===== config.mk =====
export PLATFORM = sky130hd
export DESIGN_NAME = fifo_write_arbiter
export DESIGN_NICKNAME = d
export VERILOG_FILES = /design/src/rtl/fifo_write_arbiter.sv
export SDC_FILE = /design/constraint.sdc
export NUM_CORES = 1
export LEC_CHECK = 0
export BUFFER_PORTS_ARGS = -buffer_cell sky130_fd_sc_hd__buf_2
export CAP_MARGIN = 10
export CORE_ASPECT_RATIO = 1.5
export CORE_UTILIZATION = 30
export CTS_CLUSTER_DIAMETER = 200
export DETAILED_ROUTE_END_ITERATION = 12
export SYNTH_ARGS = -nofsm -noshare
export SYNTH_HDL_FRONTEND = slang
export SYNTH_SLANG_ARGS = --single-unit

===== constraint.sdc =====
create_clock -name wclk -period 2.5 [get_ports wclk]
set_input_delay 0.25 -clock wclk [delete_from_list [all_inputs] [get_ports wclk]]
set_output_delay 0.25 -clock wclk [all_outputs]
set_load 0.02 [all_outputs]

===== src/rtl/fifo_write_arbiter.sv =====
// rtl/fifo_write_arbiter.sv - round-robin write-port arbiter with burst lock for the async FIFO write side
module fifo_write_arbiter #(
    parameter int N_REQ      = 4,
    parameter int DATA_WIDTH = 8,
    parameter int MAX_BURST  = 4,
    parameter int CNT_WIDTH  = 16
) (
    input  logic                          wclk,
    input  logic                          rst,
    input  logic                          enable,
    input  logic [N_REQ-1:0]              req,
    input  logic [N_REQ*DATA_WIDTH-1:0]   req_data,
    output logic [N_REQ-1:0]              gnt,
    input  logic                          full,
    output logic                          signal_write,
    output logic [DATA_WIDTH-1:0]         write_data,
    output logic [$clog2(N_REQ)-1:0]      owner,
    output logic                          busy,
    output logic [CNT_WIDTH-1:0]          wr_count,
    output logic [CNT_WIDTH-1:0]          stall_count
);

    localparam int OW = $clog2(N_REQ);
    localparam int BW = $clog2(MAX_BURST + 1);

    typedef enum logic {
        IDLE  = 1'b0,
        BURST = 1'b1
    } state_t;

    state_t          state;
    state_t          next_state;
    logic [OW-1:0]   last;
    logic [OW-1:0]   next_last;
    logic [OW-1:0]   next_owner;
    logic [BW-1:0]   burst_cnt;
    logic [BW-1:0]   next_burst;
    logic            rr_found;
    logic [OW-1:0]   rr_idx;
    logic            grant;
    logic [OW-1:0]   grant_idx;
    logic            do_arb;
    logic            stall;

    // Round-robin pick: first requester after the last winner, wrapping.
    always_comb begin
        rr_found = 1'b0;
        rr_idx   = '0;
        for (int i = 1; i <= N_REQ; i++) begin
            if (!rr_found && req[(int'(last) + i) % N_REQ]) begin
                rr_found = 1'b1;
                rr_idx   = OW'((int'(last) + i) % N_REQ);
            end
        end
    end

    // Next-state and grant decision; a released burst falls through to arbitration in the same cycle.
    always_comb begin
        next_state = state;
        next_last  = last;
        next_owner = owner;
        next_burst = burst_cnt;
        grant      = 1'b0;
        grant_idx  = owner;
        do_arb     = 1'b0;
        if (!enable) begin
            next_state = IDLE;
        end else begin
            case (state)
                IDLE: do_arb = 1'b1;
                BURST: begin
                    if (req[owner]) begin
                        // Full stalls the owner without dropping the lock or the burst count.
                        if (!full) begin
                            grant      = 1'b1;
                            grant_idx  = owner;
                            next_burst = burst_cnt + BW'(1);
                            if ((burst_cnt + BW'(1)) == BW'(MAX_BURST))
                                next_state = IDLE;
                        end
                    end else begin
                        do_arb = 1'b1;
                    end
                end
                default: next_state = IDLE;
            endcase
            if (do_arb) begin
                if (rr_found && !full) begin
                    grant      = 1'b1;
                    grant_idx  = rr_idx;
                    next_last  = rr_idx;
                    next_owner = rr_idx;
                    next_burst = BW'(1);
                    next_state = (MAX_BURST > 1) ? BURST : IDLE;
                end else begin
                    next_state = IDLE;
                end
            end
        end
        if (rst)
            grant = 1'b0;
    end

    // Write-port outputs driven straight from the grant decision.
    always_comb begin
        gnt            = '0;
        gnt[grant_idx] = grant;
        signal_write   = grant;
        write_data     = grant ? req_data[int'(grant_idx)*DATA_WIDTH +: DATA_WIDTH] : '0;
    end

    assign busy  = (state == BURST);
    assign stall = enable && (|req) && full;

    // Arbiter state registers.
    always_ff @(posedge wclk or posedge rst) begin
        if (rst) begin
            state     <= IDLE;
            last      <= OW'(N_REQ - 1);
            owner     <= '0;
            burst_cnt <= '0;
        end else begin
            state     <= next_state;
            last      <= next_last;
            owner     <= next_owner;
            burst_cnt <= next_burst;
        end
    end

    // Statistics: writes wrap, stalls saturate.
    always_ff @(posedge wclk or posedge rst) begin
        if (rst) begin
            wr_count    <= '0;
            stall_count <= '0;
        end else begin
            if (grant)
                wr_count <= wr_count + CNT_WIDTH'(1);
            if (stall && (stall_count != '1))
                stall_count <= stall_count + CNT_WIDTH'(1);
        end
    end

endmodule


# == After elaboration in Yosys (flattened, before gate mapping) ==
# Cells that the tools add are included.
# totals
in_bits,40
register_bits,40
# classes
n_eq_ne,2
reduce_logical,18
n_shift,1
n_mux,50
magnitude_cmp,7
n_addsub,7
bitwise,6
# ops
op,n
$add A16 B1 Y16 const B,2
$shiftx A32 B6 Y8,1
$mux W1,30
$lt A3 B4 Y1 const B,4
$ne A16 B16 Y1 const B,1
$mux W3,5
$mux W2,7
$bmux W1 S2,5
$logic_and A1 B1 Y1,8
$mux W8,1
$reduce_or A2 Y1,4
$lt A2 B3 Y1 const B,2
$add A2 B1 Y2 const B,2
$add A2 B2 Y2 const B,2
$and A1 B1 Y1 const A,4
$and A4 B4 Y4,1
$logic_not A1 Y1,4
$reduce_or A4 Y1,1
$add A3 B1 Y3 const B,1
$eq A3 B3 Y1 const B,1
$reduce_and A3 Y1,1
$demux W1 S2,1
$ge A2 B1 Y1 const B,1
$pmux W1 S2,1
$not A1 Y1,1

# == Longest topological paths before layout ==
# depth
ltp_word,25
mapped_depth,9

# == Worst setup path after synthesis ==
# No wires, ideal clock.
# synth_path
path_type,reg2out
from,register owner[1]
to,output port write_data[0]
t_required_ns,2.250
arrival_ns,2.181
path_stages_with_launch,8
path_buffers,1
path_slack_ns,0.069
path_cell_list,dfrtp_1 > buf_2 > mux2_2 > a2bb2oi_4 > a41oi_1 > nor3_4 > a22oi_1 > nand3_1
# synth_between
elab_chain_cells,9
elab_cells_between_ends,16
# synth_rtl
element,line,text
from (decl),17,"output logic [$clog2(N_REQ)-1:0] owner,"
from (signal assigned),125,owner <= next_owner;
$bmux W1 S2,72,if (req[owner]) begin
$mux W1 (not written as such),72,
$mux W1,72,
$pmux W1 S2 / $mux W1 (equally long branches),69,case (state)
"$mux W1, on equally long branches","66, 88",
$mux W2 / $mux W1 (equally long branches),-,
$mux W2 / $mux W1 (equally long branches),66,if (!enable) begin
$shiftx A32 B6 Y8 / $mux W1 (equally long branches),"109, 100",
$mux W8 *,109,write_data = grant ? req_data[int'(grant_idx)*DATA_WIDTH +: DATA_WIDTH] : '0;
to (decl),16,"output logic [DATA_WIDTH-1:0] write_data,"
# Every way passes the cells marked *; elsewhere a longest branch is shown, timed or not. The select of a mux whose other input is x is not followed.

# == Worst setup path in the final report ==
# layout_path
from,register last[1]
to,output port write_data[2]
# layout_between
elab_chain_cells,20
elab_cells_between_ends,40
# layout_rtl
element,line,text
from (decl),33,logic [OW-1:0] last;
from (signal assigned),119,last <= OW'(N_REQ - 1);
from (signal assigned),124,last <= next_last;
$add A2 B1 Y2,"50, 52",
$bmux W1 S2,50,if (!rr_found && req[(int'(last) + i) % N_REQ]) begin
$mux W1 (not written as such) (2 in a row),50,
$mux W1,50,
$logic_not A1 Y1,50,
$logic_and A1 B1 Y1,50,
$mux W1,50,
$logic_not A1 Y1,50,
[... 2 more ...],-,
$logic_not A1 Y1,50,
$logic_and A1 B1 Y1,50,
$mux W1,50,
$logic_and A1 B1 Y1,88,if (rr_found && !full) begin
$mux W2 / $mux W1 (equally long branches) (2 in a row),-,
$mux W2 / $mux W1 (equally long branches),66,
$shiftx A32 B6 Y8 / $mux W1 (equally long branches),"109, 100",
$mux W8 *,109,
# Marked as above.

==> results.toml <==
[die]
num_io_pins = 88
die_x_um = 73.5
rows = 38
start_util_pct = 31.4
dieArea_um2 = 8040
die_h_um = 109
core_um2 = 7320

[synth]
syn_inst = 240
yosys.area.top_type = "dfrtp_1"
synth_area_um2 = 2300
netlist-cell-type-count = 50
async_reset_ff_share_pct = 100
yosys_most_used_dff = "dfrtp_1"
yosysWarnings = 0
ys_seq_area_share_pct = 43.6
ys_top_cells_by_area = "dfrtp_1 41%, xnor2_1 8.0%, nand2_1 5.1%"
mappedNetlistNets = 284
synth_edf_count = 0
synth_top_area_share_pct = 41.3
syn_area_per_cell_um2 = 9.59
synth_seq_cells = 40

[routing]
drc = 0
met1_length_um = 2250
vias = 2148
top_layer = "met4"
wl_met3_um = 422
drt_iter0_markers = 72
wire_per_inst_um = 12.8
wl_um = 5620
dr.pass1.iters = 4
postRouteAntennaNets = 0
route.met2.wl_um = 2860
vias_per_cell = 4.88

[layout]
regArea_um2 = 1000
antennaDiodeCount = 0
layout_commonest_cell = "buf_2"
finalInstanceArea_um2 = 3090
fin_util_pct = 42.2
syn2layout_area_growth_pct = 34.3
num-fill-cells = 755
multi_input_comb_area_um2 = 1270
fin_nets = 383
drive_gt1_share_pct = 38.2
mostFrequentLayoutCells = "84 x buf_2, 38 x dfrtp_1, 31 x nand2_1"

[setup_path]
cp_num_buf_inv = 4
crit_cells = 9
setup.worst_path.end = "write_data[2]"
worstSetupPathType = "reg2out"
endpoint_kind = "output port"
cp_common_cell = "buf_2"
crit_path_start_kind = "flop"
r2r_cells = 7
critPathMaxFanout = 9
crit_arrival_ns = 2.14
reg2reg_from = "stall_count[0]"
r2r-end = "stall_count[13]"
critPathSlowestCell = "dfstp_2"
cp_cell_sequence = "buf_2, nand3b_1, and3_1, buf_4, o31ai_4, buf_12, nand2_1, nand3_1, buf_2"
required_ns = 2.25
path_delay_family = "buffers and inverters"
cpPeakStageDelay_ns = 0.58
regToRegSetupSlack_ns = 0.51
critPathLaunch = "last[1]"

[placement]
dp_slack_ns = 0.148
numPortBuffers = 87
placed_area_um2 = 2870
dp.final_hpwl_um = 4290
place_congestion = 0.769

[sta]
post-route-period-util_pct = 95.6
fin_crit_ns = 2.39
slew_headroom_pct = 55.0
rsz0062_at_grt = "true"
clock.fmax_mhz = 418
tightest_slew_ns = 0.670
hold_ws_ns = 0.0934
final_hold_viol_count = 0
setup-violations-final = 0
drv_slew = 0
fin_tns_setup_ns = 0
fin_skew_ns = 0.00604
setup_slack_ns = 0.109

[job]
drv_cap = 0

[power]
ir_worst_vdd_uv = 430
power.density_nw_per_um2 = 768
leakagePower_nw = 1.52

[clock_tree]
clk_latency_ns = 0.29
cts_buffers = 5
clk_pin_slew_ns = 0.08
cts_tree = "built"
holdBufCountCts = 0
cts-root-buf = "clkbuf_8"
clock_path_buffers = 2
clock_sinks = 40
h-tree-depth = 2

[global_route]
grt_pass1_wl_um = 9040
antenna_found_initial = 0
grt_use_total_pct = 14.4
grt_max_degree = 41
first_global_vias = 1991
grt_overflow_total = 0

[status]
run_status = "completed"

[worst_hold_path]
hp-class = "in2async"
## per-layer routing
metal	vias up	track usage, %
met3	9	3.21
met2	82	27.0
met5	-	0
met4	0	4.67
li1	1051	-
met1	1006	15.6
## worst min path at each step
| stage | from | endpoint | slack (ns) | depth (start not counted) |
|---|---|---|---|---|
| 2_1_floorplan | enable | busy | 0.40 | 1 |
| 3_3_place_gp | rst | stall_count[2] | 0.43 | 3 |
| 3_5_place_dp | rst | busy | 0.44 | 3 |
| 4_1_cts | rst | stall_count[15] | 0.11 | 3 |
| 5_1_grt | rst | stall_count[15] | 0.14 | 3 |
| 6_report | rst | owner[1] | 0.09 | 3 |
## final cells by class
type | instances | area share (%)
inverters | 5 | 0.607
clock buffers | 6 | 2.67
clock inverters | 2 | 1.25
repair buffers | 99 | 17.9
flip-flops and latches | 40 | 32.5
multi-input cells | 188 | 41.1
well taps | 100 | 4.05
## state kept, by name (all words and copies together), names as in the netlist
name / count
last: 2
stall_count: 16
busy: 1
owner: 2
burst_cnt: 3
wr_count: 16
## stage by stage
step | cells | power (mW)
finish | 440 | 2.38
detailed placement | 426 | 1.78
global route | 440 | 2.52
global placement | 426 | 1.76
CTS | 439 | 2.38
floorplan | 240 | 1.49
## logic make-up (layout without fill, tap and decap cells)
family / count (synthesis) / in the layout / share of synthesized area (%)
muxes: 5 / 5 / 2.39
AOI/OAI and AO/OA: 35 / 35 / 11.7
DFF: 40 / 40 / 43.6
xor gates and xnor gates: 31 / 31 / 11.8
buffers and inverters: 12 / 112 / 2.45
and+or+nand+nor: 113 / 113 / 25.9
adders and majority gates: 4 / 4 / 2.17
## cells in the mapped netlist, types with 2 or more instances
library cell and number:
xor2_1 10, inv_1 4, dfstp_2 2, or3_1 2, a21oi_1 6, nand3_1 14
nand3b_1 2, buf_2 3, nor2_1 20, nor3b_1 2, dfrtp_1 38, a22oi_1 8
nand4_1 11, mux2_2 4, xnor2_1 21, o21ai_1 8, nor3_1 7, nand2_1 31
o21ai_0 2, nor2b_1 3, a21oi_2 2, and3_1 6, clkbuf_1 2, ha_1 4
nand2b_1 3
## worst register-to-register path, cell delays in order (launching register included)
cell and delay, ns:
dfrtp_1 0.44, ha_1 0.25, nand4_1 0.12, nor2_1 0.07, a21oi_2 0.29, nand4_1 0.32, nor3_1 0.27, xor2_1 0.16
## repair_timing
action | CTS | global route
resized for setup | 3 | 11
pin swaps | 4 | 4
setup endpoints to repair | 9 | 8
gates cloned | 0 | 0
setup buffers | 5 | 1
## where the power goes
part           switching [mW]  internal [mW]  total [mW]
logic                   0.472          0.380       0.853
clock network           0.239          0.327       0.566
registers               0.176          0.781       0.958
(Power assumes the default switching activity.)
